File: src/rtl/pattern_shifter_pkg.sv
// ============================================================================
// pattern_shifter_pkg : shared state and mode encodings for pattern_shifter
// Revision: 1.0
// ============================================================================
`default_nettype none

package pattern_shifter_pkg;

    typedef enum logic [0:0] {
        IDLE  = 1'b0,
        SHIFT = 1'b1
    } state_t;

    localparam logic [1:0] ROL = 2'b00;
    localparam logic [1:0] ROR = 2'b01;
    localparam logic [1:0] SLL = 2'b10;
    localparam logic [1:0] SRL = 2'b11;

endpackage

`default_nettype wire

File: src/rtl/pattern_step.sv
// ============================================================================
// pattern_step : combinational single-bit rotate/shift of a WIDTH-bit pattern
// Revision: 1.0
// ============================================================================
`default_nettype none

module pattern_step
    import pattern_shifter_pkg::*;
#(
    parameter int WIDTH = 8
) (
    input  logic [WIDTH-1:0] din,
    input  logic [1:0]       mode,
    output logic [WIDTH-1:0] dout
);

    always_comb begin
        dout = din;
        case (mode)
            ROL:     dout = {din[WIDTH-2:0], din[WIDTH-1]};
            ROR:     dout = {din[0], din[WIDTH-1:1]};
            SLL:     dout = {din[WIDTH-2:0], 1'b0};
            SRL:     dout = {1'b0, din[WIDTH-1:1]};
            default: dout = din;
        endcase
    end

endmodule

`default_nettype wire

File: src/rtl/pattern_shifter.sv
// ============================================================================
// pattern_shifter : serial barrel shifter, one bit per cycle, valid pulse out
// Revision: 1.0
// ============================================================================
`default_nettype none

module pattern_shifter
    import pattern_shifter_pkg::*;
#(
    parameter int WIDTH = 8,
    parameter int SHW   = $clog2(WIDTH)
) (
    input  logic             clk,
    input  logic             rst,
    input  logic [SHW-1:0]   shift,
    input  logic [1:0]       mode,
    input  logic             load_valid,
    input  logic [WIDTH-1:0] load_data,
    output logic             load_ready,
    output logic [WIDTH-1:0] out_data,
    output logic             out_valid,
    output logic             busy
);

    state_t           state;
    state_t           state_next;
    logic [WIDTH-1:0] base;
    logic [SHW-1:0]   shift_q;
    logic [WIDTH-1:0] work;
    logic [WIDTH-1:0] work_step;
    logic [SHW-1:0]   cnt;
    logic [1:0]       mode_q;
    logic             trigger;

    // A changed shift amount counts as a trigger even without a load, so
    // changes that arrive while busy are picked up on the next IDLE cycle.
    assign trigger    = load_valid || (shift != shift_q);
    assign load_ready = (state == IDLE);
    assign busy       = (state == SHIFT);

    pattern_step #(
        .WIDTH (WIDTH)
    ) u_step (
        .din  (work),
        .mode (mode_q),
        .dout (work_step)
    );

    always_comb begin
        state_next = state;
        case (state)
            IDLE:    if (trigger) state_next = SHIFT;
            SHIFT:   if (cnt == '0) state_next = IDLE;
            default: state_next = IDLE;
        endcase
    end

    always_ff @(posedge clk or posedge rst) begin
        if (rst) state <= IDLE;
        else     state <= state_next;
    end

    always_ff @(posedge clk or posedge rst) begin
        if (rst) begin
            base      <= WIDTH'(1);
            shift_q   <= '0;
            work      <= '0;
            cnt       <= '0;
            mode_q    <= ROL;
            out_data  <= WIDTH'(1);
            out_valid <= 1'b0;
        end else begin
            out_valid <= 1'b0;
            case (state)
                IDLE: begin
                    if (trigger) begin
                        shift_q <= shift;
                        cnt     <= shift;
                        mode_q  <= mode;
                        work    <= load_valid ? load_data : base;
                        if (load_valid) base <= load_data;
                    end
                end
                SHIFT: begin
                    if (cnt != '0) begin
                        work <= work_step;
                        cnt  <= cnt - SHW'(1);
                    end else begin
                        out_data  <= work;
                        out_valid <= 1'b1;
                    end
                end
                default: ;
            endcase
        end
    end

endmodule

`default_nettype wire

File: config.mk
export PLATFORM = sky130hd
export DESIGN_NAME = pattern_shifter
export DESIGN_NICKNAME = d
export VERILOG_FILES = /design/src/rtl/pattern_shifter_pkg.sv /design/src/rtl/pattern_step.sv /design/src/rtl/pattern_shifter.sv
export SDC_FILE = /design/constraint.sdc
export NUM_CORES = 1
export LEC_CHECK = 0
export ABC_CLOCK_PERIOD_IN_PS = 1890
export BUFFER_PORTS_ARGS = -buffer_cell sky130_fd_sc_hd__buf_2
export CAP_MARGIN = 20
export CELL_PAD_IN_SITES_DETAIL_PLACEMENT = 0
export CELL_PAD_IN_SITES_GLOBAL_PLACEMENT = 2
export CORE_MARGIN = 4
export CORE_UTILIZATION = 33
export DETAILED_ROUTE_END_ITERATION = 16
export PLACE_DENSITY_LB_ADDON = 0.12
export SETUP_SLACK_MARGIN = 0.4
export SLEW_MARGIN = 5
export SYNTH_ARGS = -nofsm -noshare
export SYNTH_HDL_FRONTEND = slang
export SYNTH_HIERARCHICAL = 1
export SYNTH_SLANG_ARGS = --single-unit
File: constraint.sdc
create_clock -name clk -period 1.89 [get_ports clk]
set_input_delay 0.2835 -clock clk [delete_from_list [all_inputs] [get_ports clk]]
set_output_delay 0.2835 -clock clk [all_outputs]
set_load 0.1 [all_outputs]
# --- Word level (Yosys, flattened, before mapping) ---
# Cells that the tools add are included.
op_classes:
  addsub: 1
  n_eq_ne: 6
  n_mux: 13
  n_bitwise: 2
  reduce_logical: 7
ops:
  columns: ["operator", "n"]
  rows:
  - ["case mux 8 bit (4 select lines)", 1]
  - ["two-way mux 8 bit", 3]
  - ["case mux 8 bit (2 select lines)", 1]
  - ["two-way mux 3 bit", 2]
  - ["case mux 3 bit (2 select lines)", 1]
  - ["AND reduction 2 bit", 3]
  - ["== test 2 bit, second input constant", 2]
  - ["two-way mux 1 bit", 4]
  - ["zero test 3 bit", 1]
  - ["inequality test 3 bit", 1]
  - ["nonzero test 3 bit", 1]
  - ["subtractor 3 x 1 -> 3 bit, second input constant", 1]
  - ["== test 2 x 1 -> 1 bit, second input constant", 1]
  - ["zero test 2 bit", 1]
  - ["inequality test 2 x 1 -> 1 bit, second input constant", 1]
  - ["inequality test 2 bit, second input constant", 1]
  - ["inverter 1 bit", 2]
  - ["case mux 1 bit (2 select lines)", 1]
  - ["logical OR 1 bit", 1]
word_totals:
  regBits: 34
  inputBits: 16
  out_inout_bits: 11
  elab_cells: 37

# --- Longest topological paths before layout ---
# Gate-level depths: netlist of the first run.
depth:
  ltp_word: 4
  depth_mapped: 6
  mapped_depth_nobuf: 6

# --- Cells and area by module ---
# The synthesis of the first run kept the hierarchy.
by_module_without_submodules:
  columns: ["module", "instances", "cells_per_inst", "area_each_um2", "seq_area_each_um2"]
  rows:
  - ["pattern_shifter", 1, 133, 1572.8, 853.3]
  - ["pattern_step", 1, 12, 130.1, 0.0]

# --- Worst setup path before layout of the first run ---
# No wires, ideal clock.
synth_timing:
  kind: "register to register"
  start: "reg state (netlist: busy)"
  end: "reg mode_q[0]"
  setup_time_ns: 0.125
  t_arrival_ns: 2.315
  required_time_ns: 1.765
  slack_ns: -0.549
  stages_incl_launch_ff: 5
  path_buffers: 1
  period_less_slack_ns: 2.439
  cell_sequence: "dfrtp_1 clkbuf_1 inv_1 and2_4 mux2_2"
synth_between:
  elab_chain_cells: 2
synth_rtl:
  columns: ["item", "line", "text"]
  rows:
  - ["start, declared", "pattern_shifter.sv:25", "state_t state;"]
  - ["start signal, assigned", "pattern_shifter.sv:60", "else state <= state_next;"]
  - ["inverter 1 bit (no line)", null, null]
  - ["via load_ready", "pattern_shifter.sv:19", "output logic load_ready,"]
  - ["AND reduction 2 bit (no line)", null, null]
  - ["end signal, assigned", "pattern_shifter.sv:79", "mode_q <= mode;"]
  - ["end, declared", "pattern_shifter.sv:32", "logic [1:0] mode_q;"]
# The timed path passes the listed nets, and every way through them passes these cells.
# A chain may end at the register's enable or synchronous reset.

# --- Worst setup path in the final report of the first run ---
layout_timing:
  start: "reg shift_q[1]"
  end: "reg work[0]"
layout_between:
  elab_chain_cells: 4
layout_rtl:
  columns: ["item", "line", "text"]
  rows:
  - ["start, declared", "pattern_shifter.sv:28", "logic [SHW-1:0] shift_q;"]
  - ["start signal, assigned", "pattern_shifter.sv:77", "shift_q <= shift;"]
  - ["inequality test 3 bit", "pattern_shifter.sv:37", "assign trigger = load_valid || (shift != shift_q);"]
  - ["logical OR 1 bit", "pattern_shifter.sv:37", null]
  - ["inequality test 2 bit (no line)", null, null]
  - ["AND reduction 2 bit (no line)", null, null]
  - ["end signal, assigned", "pattern_shifter.sv:80", "work <= load_valid ? load_data : base;"]
  - ["end signal, assigned", "pattern_shifter.sv:86", "work <= work_step;"]
  - ["end, declared", "pattern_shifter.sv:29", "logic [WIDTH-1:0] work;"]
# No other way between the ends.

==> reports/metrics.yaml, run 1 <==
stdcell_count: 250
wl_per_cell_um: 14.02
syn_inst: 145
overflow: 0
clock_latency_ns: 0.29
track_usage_pct: 12.56
htreeDepth: 2
crit_fanout: 10
via_per_inst: 4.444
row_count: 25
ir_drop_mv: 0.7399
grt_pass1_vias: 1241
crit_arrival_ns: 1.98
netlist_area_sq_um: 1703
setup_violations: 0
place_ws_ns: 0.03892
period_minus_slack_ns: 1.814
final_area_sq_um: 2155
clockBufferDepth: 2
hpwl_um: 2447
slew_viol_final: 0
ys_warn_count: 6
dieArea_sq_um: 6374
ys_seq_elements: 34
nets: 200
timing.fmax_mhz: 551.2
vias: 1111
power_density_nw_per_um2: 2079
grt_max_degree: 26
leakage_nw: 1.068
drc: 0
ant_nets: 0
portBuffers: 26
cp_data_required_time_ns: 2.06
grt_pass1_wl_um: 6072
nFillCells: 458
rsz0062_at_grt: "yes"
final_common_cell: "nand2_1"
gp_congestion: 0.7088
worstSetupPathType: "flip-flop to flip-flop"
start_kind: "flip-flop"
antenna_cells: 0
hold_class: "input pin to flip-flop"
hold_viol_final: 0
post-route-period-util_pct: 95.99
cts_tree: "built"
hold_slack_ns: 0.2332
dr.pass1.iters: 4
ys_seq_area_share_pct: 50.11
status: "completed"
end_kind: "flip-flop"
drt-total-wl_um: 3505
avgSynthCellArea_sq_um: 11.74
skew_ns: 0.007662
drt_iter0_drc: 55
start_util_pct: 35.12
syn_nets: 163
die_x_um: 79.84
final_cell_mix: "nand2_1, dfrtp_1, buf_2"
drive_above_1_share_pct: 44.26
antenna_found_initial: 0
cts-buffers-inserted: 5
tightest_slew_ns: 0.5307
maxSlewHeadroom_pct: 64.62
fp.coreArea_sq_um: 4848
synth.distinct_cells: 23
io_pins: 27
root_buffer: "clkbuf_8"
die_h_um: 79.84
cts.clk_slew.worst_paths_ns: 0.07
placed_area_sq_um: 1981
multiInputGateArea_sq_um: 818.3
syn2layout_area_growth_pct: 26.52
post-place-cells: 237
maxCapViolCount: 0
post-route-util_pct: 44.44
cts.sinks: 34
fin_ws_ns: 0.07570
seq_area_sq_um: 857.1
## layer usage
layer	part of all wire, %	global-route usage [%]
met4	1.8	5.068
met5	0	0
met3	4.7	3.047
met2	43	19.12
met1	50	17.05
## registers in the layout, indices dropped and copies added, names as in the netlist
name,count
base,8
cnt,3
out_data,8
work,8
shift_q,3
out_valid,1
mode_q,2
busy,1
## Yosys cell counts
master | count | area (sq um)
a22o_1 | 1 | 8.760
nand3b_1 | 2 | 15.01
nand2_1 | 33 | 123.9
buf_6 | 3 | 33.78
xor2_1 | 3 | 26.28
dfstp_2 | 2 | 52.55
nor2b_1 | 1 | 6.260
dfrtp_1 | 32 | 800.8
inv_1 | 6 | 22.52
o21ai_0 | 10 | 50.05
and2_4 | 1 | 8.760
or4_4 | 1 | 11.26
nor3_1 | 1 | 5.000
mux2_4 | 13 | 195.2
o21ai_2 | 1 | 8.760
nor4b_1 | 1 | 8.760
clkinv_1 | 1 | 3.750
clkbuf_1 | 4 | 15.01
nor2_1 | 1 | 3.750
mux2i_1 | 10 | 100.1
a221o_1 | 2 | 20.02
mux2_2 | 14 | 157.7
ha_1 | 2 | 25.02
## worst max-delay path, cell delays in order, from the launching register on
cell and delay, ns:
dfrtp_1 0.38, xor2_1 0.14, or4_4 0.55, o21ai_4 0.17, buf_12 0.16, mux2_4 0.30
## layout make-up
class | instances | share of cell area (%)
multi-input combinational | 97 | 37.98
tap | 67 | 3.891
timing repair buffer | 37 | 11.85
clock inverter | 3 | 1.858
clock buffer | 5 | 3.194
sequential | 34 | 39.78
inverter | 7 | 1.452
## worst paths after layout
check	start	endpoint	slack (ns)	cells after the start
setup / recovery	shift_q[1]	work[0]	0.08	5
max in group asynchronous	rst	base[0]	0.81	4
min in group asynchronous	rst	out_data[1]	0.52	3
setup reg to reg	shift_q[1]	work[0]	0.08	5
hold / removal	mode[1]	mode_q[1]	0.23	2
hold reg to reg	out_data[0]	out_data[0]	0.46	2
## metrics by stage
step,power [W],TNS (ns)
global placement,0.003699,0
global route,0.004799,0
floorplan,0.003351,-0.5767
finish,0.004480,0
detailed placement,0.003721,0
CTS,0.004526,0
## where the power goes
part           switching [W]  internal, W
logic                0.00134      0.00109
registers           0.000296      0.00109
clock network       0.000271     0.000388
## kinds of logic (layout without fill, tap and decap cells)
kind of cell | after synthesis | in the layout | synth area share [%]
adder cells (fa/ha/maj) | 2 | 2 | 1.469
multiplexers | 37 | 37 | 26.60
AND/OR/NAND/NOR | 41 | 41 | 10.73
XOR/XNOR | 3 | 3 | 1.543
buffers and inverters | 14 | 52 | 4.408
AO/OA/AOI/OAI | 14 | 14 | 5.144
flip-flops | 34 | 34 | 50.11
## what timing repair did
action,4_1_cts,5_1_grt
hold endpoints to repair,8,0
setup buffers,4,0
setup endpoints to repair,23,14
pin swaps,1,1
hold buffers,1,0
resized for setup,7,0
Power figures use the tool's default switching activity.
==> inputs of run 2 (changes only) <==
==> constraint.sdc (replaced) <==
create_clock -name clk -period 1.89 [get_ports clk]
set_input_delay 0.0945 -clock clk [delete_from_list [all_inputs] [get_ports clk]]
set_output_delay 0.0945 -clock clk [all_outputs]
set_load 0.1 [all_outputs]
==> run 2 against run 1 <==
Worst hold slack got worse by 0.18 ns. Setup slack improved by 0.012 ns. Clock skew shrank 0.0024 ns. Sequential share of layout area up 1.3 points. Combinational power decreased by 4%. Utilization is 1.4 points lower. Cell area decreased by 3.3%. Clock power shrank 25%. Total power decreased by 5.6%. Count of clock-buffer cells in the layout rose by 3. Non-clock buffer count fell by 2. First-iteration DRC count fell by 42%. Critical endpoint is now work[7].
==> reports/metrics.yaml, run 2 (same netlist as run 1, synthesis figures left out) <==
gp_congestion: 0.7097
tightest_slew_ns: 0.5102
root_buffer: "clkbuf_8"
crit_fanout: 11
hpwl_um: 2431
via_per_inst: 4.573
hold_slack_ns: 0.04968
maxSlewHeadroom_pct: 65.98
power_density_nw_per_um2: 2028
timing.fmax_mhz: 554.7
seqPwrFrac_pct: 33.2
start_util_pct: 35.12
cts.clk_slew.worst_paths_ns: 0.06
p_clk_share_pct: 11.7
sw_frac_of_total_pct: 43.55
path_buf_inv: 1
hold_viol_final: 0
final_cell_mix: "nand2_1, dfrtp_1, buf_2"
slew_viol_final: 0
final_common_cell: "nand2_1"
slowest_delay_ns: 0.54
dr.pass1.iters: 4
drc: 0
start_kind: "flip-flop"
place_ws_ns: 0.07334
dieArea_sq_um: 6374
io_pins: 27
track_usage_pct: 11.69
internal-power_w: 0.002386
clockBufferDepth: 2
period_minus_slack_ns: 1.803
path_delay_family: "simple AND/OR/NAND/NOR gates"
worstSetupPathType: "flip-flop to flip-flop"
clock_latency_ns: 0.28
overflow: 0
rsz0062_at_grt: "yes"
antenna_cells: 0
portBuffers: 26
cp_data_required_time_ns: 2.05
nets: 198
die_x_um: 79.84
grt_pass1_vias: 1146
p_switching_w: 0.001841
ir_drop_mv: 0.6812
reg_top3: "base x8, out_data x8, work x8"
total_power_w: 0.004228
fp.coreArea_sq_um: 4848
leakage_nw: 1.031
antenna_found_initial: 0
wl_per_cell_um: 13.66
ant_nets: 0
cts.sinks: 34
cp_cell_sequence: "xor2_1, or4_4, o21ai_4, buf_12, mux2_4"
drt_iter0_drc: 32
row_count: 25
grt_pass1_wl_um: 5678
comb_power_share_pct: 55.0
grt_max_degree: 35
maxCapViolCount: 0
vias: 1134
drive_above_1_share_pct: 41.44
fin_ws_ns: 0.08720
nFillCells: 484
cts_tree: "built"
post-route-period-util_pct: 95.39
skew_ns: 0.005252
drt-total-wl_um: 3387
end_kind: "flip-flop"
cts-buffers-inserted: 5
setup_violations: 0
hold_class: "input pin to flip-flop"
htreeDepth: 2
crit_slowest_cell: "or4_4"
syn2layout_area_growth_pct: 22.41
die_h_um: 79.84
crit_arrival_ns: 1.96
post-route-util_pct: 42.99
status: "completed"
[run 2: cell count changes in the layout (fill, tap and decap cells not counted), sizes merged]
| cell | before | now |
|---|---|---|
| buf | 36 | 34 |
| clkinv | 3 | 0 |
| clkbuf | 5 | 8 |
| inv | 5 | 6 |
| bufinv | 1 | 0 |
[run 2: worst paths after layout]
check / endpoint / slack, ns / startpoint / cells after the start
max in group asynchronous: busy / 1.09 / rst / 4
worst min-delay path: mode_q[0] / 0.05 / mode[0] / 2
worst max-delay path: work[7] / 0.09 / shift_q[1] / 5
min in group asynchronous: cnt[2] / 0.46 / rst / 4
worst min register to register: out_data[0] / 0.46 / out_data[0] / 2
worst max register to register: work[7] / 0.09 / shift_q[1] / 5
[run 2: repair_timing]
| action | 4_1_cts | 5_1_grt |
|---|---|---|
| hold buffers | 1 | 0 |
| buffers inserted | 1 | 1 |
| hold endpoints to repair | 32 | 0 |
| gates resized for setup | 2 | 1 |
| setup endpoints to repair | 21 | 28 |
[run 2: area by class of cell]
cell class,instances,area (sq um),share of cell area (%)
Inverter,7,32.53,1.561
Tap cell,67,83.83,4.022
Multi-Input combinational cell,97,815.8,39.14
Sequential cell,34,857.1,41.12
Clock buffer,8,80.08,3.842
Timing Repair Buffer,35,215.2,10.32
[run 2: routing by layer]
| metal | GRT usage (%) | up-vias | wire length (um) |
|---|---|---|---|
| li1 | - | 567 | - |
| met5 | 0 | - | 0 |
| met1 | 16.02 | 530 | 1653 |
| met4 | 5.574 | 0 | 59 |
| met3 | 2.709 | 7 | 139 |
| met2 | 17.28 | 30 | 1535 |
[run 2: power groups by stage]
stage	Clock [W]	Combinational (W)	Sequential, W
floorplan	0	0.00148	0.00187
global placement	0	0.00228	0.00140
detailed placement	0	0.00231	0.00142
CTS	0.000524	0.00235	0.00141
global route	0.000568	0.00251	0.00146
finish	0.000497	0.00233	0.00140
[run 2: per-stage QoR]
| stage | area (sq um) | instances | TNS, ns |
|---|---|---|---|
| 2_1_floorplan | 1765 | 145 | -0.5767 |
| 3_3_place_gp | 1968 | 237 | 0 |
| 3_5_place_dp | 1968 | 237 | 0 |
| 4_1_cts | 2076 | 247 | 0 |
| 5_1_grt | 2085 | 248 | 0 |
| 6_report | 2085 | 248 | 0 |
==> inputs of run 3 (changes only) <==
- ABC_CLOCK_PERIOD_IN_PS: 1890 -> 1800
- CORE_UTILIZATION: 33 -> 37
- clock period: 1.89 -> 1.8 ns (I/O delays scaled with it)
==> run 3 against run 2 <==
Flip-flop and latch count is the same. Setup slack worse by 0.077 ns. Cell area increased by 5.3%. Combinational power up 15%. Via count is 0.26% higher.
==> reports/metrics.yaml, run 3 (same netlist as run 1, synthesis figures left out) <==
status: "completed"
track_usage_pct: 13.54
cts-buffers-inserted: 5
nets: 206
hold_viol_final: 0
crit_fanout: 9
drc: 0
io_pins: 27
skew_ns: 0.007066
startpoint: "shift_q[1]"
portBuffers: 26
fp.coreArea_sq_um: 4414
cts.clk_slew.worst_paths_ns: 0.08
drive_above_1_share_pct: 47.09
routed-wl-met2_um: 1535
rsz0062_at_grt: "yes"
overflow: 0
reg_top3: "base x8, out_data x8, work x8"
root_buffer: "clkbuf_8"
final_cell_mix: "nand2_1, dfrtp_1, buf_2"
rrSetupSlack_ns: 0.01
dr.pass1.iters: 4
htreeDepth: 2
end_kind: "flip-flop"
rr_startpoint: "shift_q[1]"
syn2layout_area_growth_pct: 28.88
maxCapViolCount: 0
start_kind: "flip-flop"
grt_pass1_wl_um: 5692
tightest_slew_ns: 0.4857
nFillCells: 426
placed_area_sq_um: 1972
drt_iter0_drc: 32
final_area_sq_um: 2195
final_common_cell: "nand2_1"
cp_data_required_time_ns: 1.97
via_per_inst: 4.718
post-place-cells: 225
timing.fmax_mhz: 558.6
hold_class: "input pin to flip-flop"
stdcell_count: 241
dieArea_sq_um: 5752
hold_slack_ns: 0.03205
wl_met1_um: 1758
wl_per_cell_um: 14.51
die_x_um: 75.84
grt_max_degree: 35
period_minus_slack_ns: 1.790
dr_wl_met3_um: 144
leakage_nw: 1.090
crit_arrival_ns: 1.96
cts_tree: "built"
worstSetupPathType: "flip-flop to flip-flop"
setup_violations: 0
highest_layer: "met4"
post-route-period-util_pct: 99.45
clockBufferDepth: 2
post-route-util_pct: 49.72
clock_latency_ns: 0.28
vias: 1137
place_ws_ns: -0.01940
power_density_nw_per_um2: 2205
fin_ws_ns: 0.009965
hold_start: "mode[1]"
maxSlewHeadroom_pct: 67.84
hold_depth: 2
die_h_um: 75.84
cts.sinks: 34
row_count: 24
start_util_pct: 38.58
hpwl_um: 2430
grt_pass1_vias: 1171
antenna_cells: 0
drt-total-wl_um: 3498
ir_drop_mv: 0.8922
slew_viol_final: 0
antenna_found_initial: 0
gp_congestion: 0.7013
ant_nets: 0
reg2reg_depth: 5
run 3: changes by cell type in the layout (fill, tap and decap cells not counted), moves of 2 or more:
cell	previous run	this run
buf_6	0	4
clkinvlp_4	1	3
clkbuf_1	3	0
buf_4	8	12
run 3: routing by layer:
layer  vias to the layer above  track usage, %
li1                        582               -
met1                       527           18.85
met2                        24           19.77
met3                         4           3.562
met4                         0           5.825
met5                         -               0
run 3: per-stage QoR:
step / total power [W] / setup TNS (ns)
5_1_grt: 0.005150 / -0.2289
4_1_cts: 0.004789 / -0.004301
6_report: 0.004839 / 0
2_1_floorplan: 0.003518 / -1.138
3_3_place_gp: 0.003884 / 0
3_5_place_dp: 0.003936 / -0.09867
run 3: worst paths after layout:
check                              end
max                            work[4]
min                          mode_q[1]
max reg2reg                    work[4]
min reg2reg                out_data[0]
max in group asynchronous      base[0]
min in group asynchronous    mode_q[1]
run 3: timing repair:
action | 4_1_cts | 5_1_grt
setup buffers | 4 | 3
resized for setup | 6 | 6
hold endpoints to repair | 32 | 0
pin swaps | 0 | 1
hold buffers | 1 | 0
endpoints found under the setup margin | 16 | 28
run 3: final cells by class:
cell class	instances	area [sq um]	area share, %
sequential	34	857.1	39.05
multi-input combinational	97	835.8	38.08
timing repair buffer	43	290.3	13.23
clock buffer	5	68.82	3.136
tap	52	65.06	2.965
clock inverter	3	45.04	2.052
inverter	7	32.53	1.482
run 3: where the power goes:
group | total (W) | switching, W | internal, W
registers | 0.00144 | 0.000294 | 0.00115
clock network | 0.000711 | 0.000300 | 0.000412
logic | 0.00269 | 0.00146 | 0.00122
run 3: worst max-delay path, cell delays in order, from the launching register on:
cell,delay [ns]
dfrtp_1,0.38
xor2_1,0.14
or4_4,0.53
o21ai_4,0.17
buf_12,0.16
mux2_4,0.30
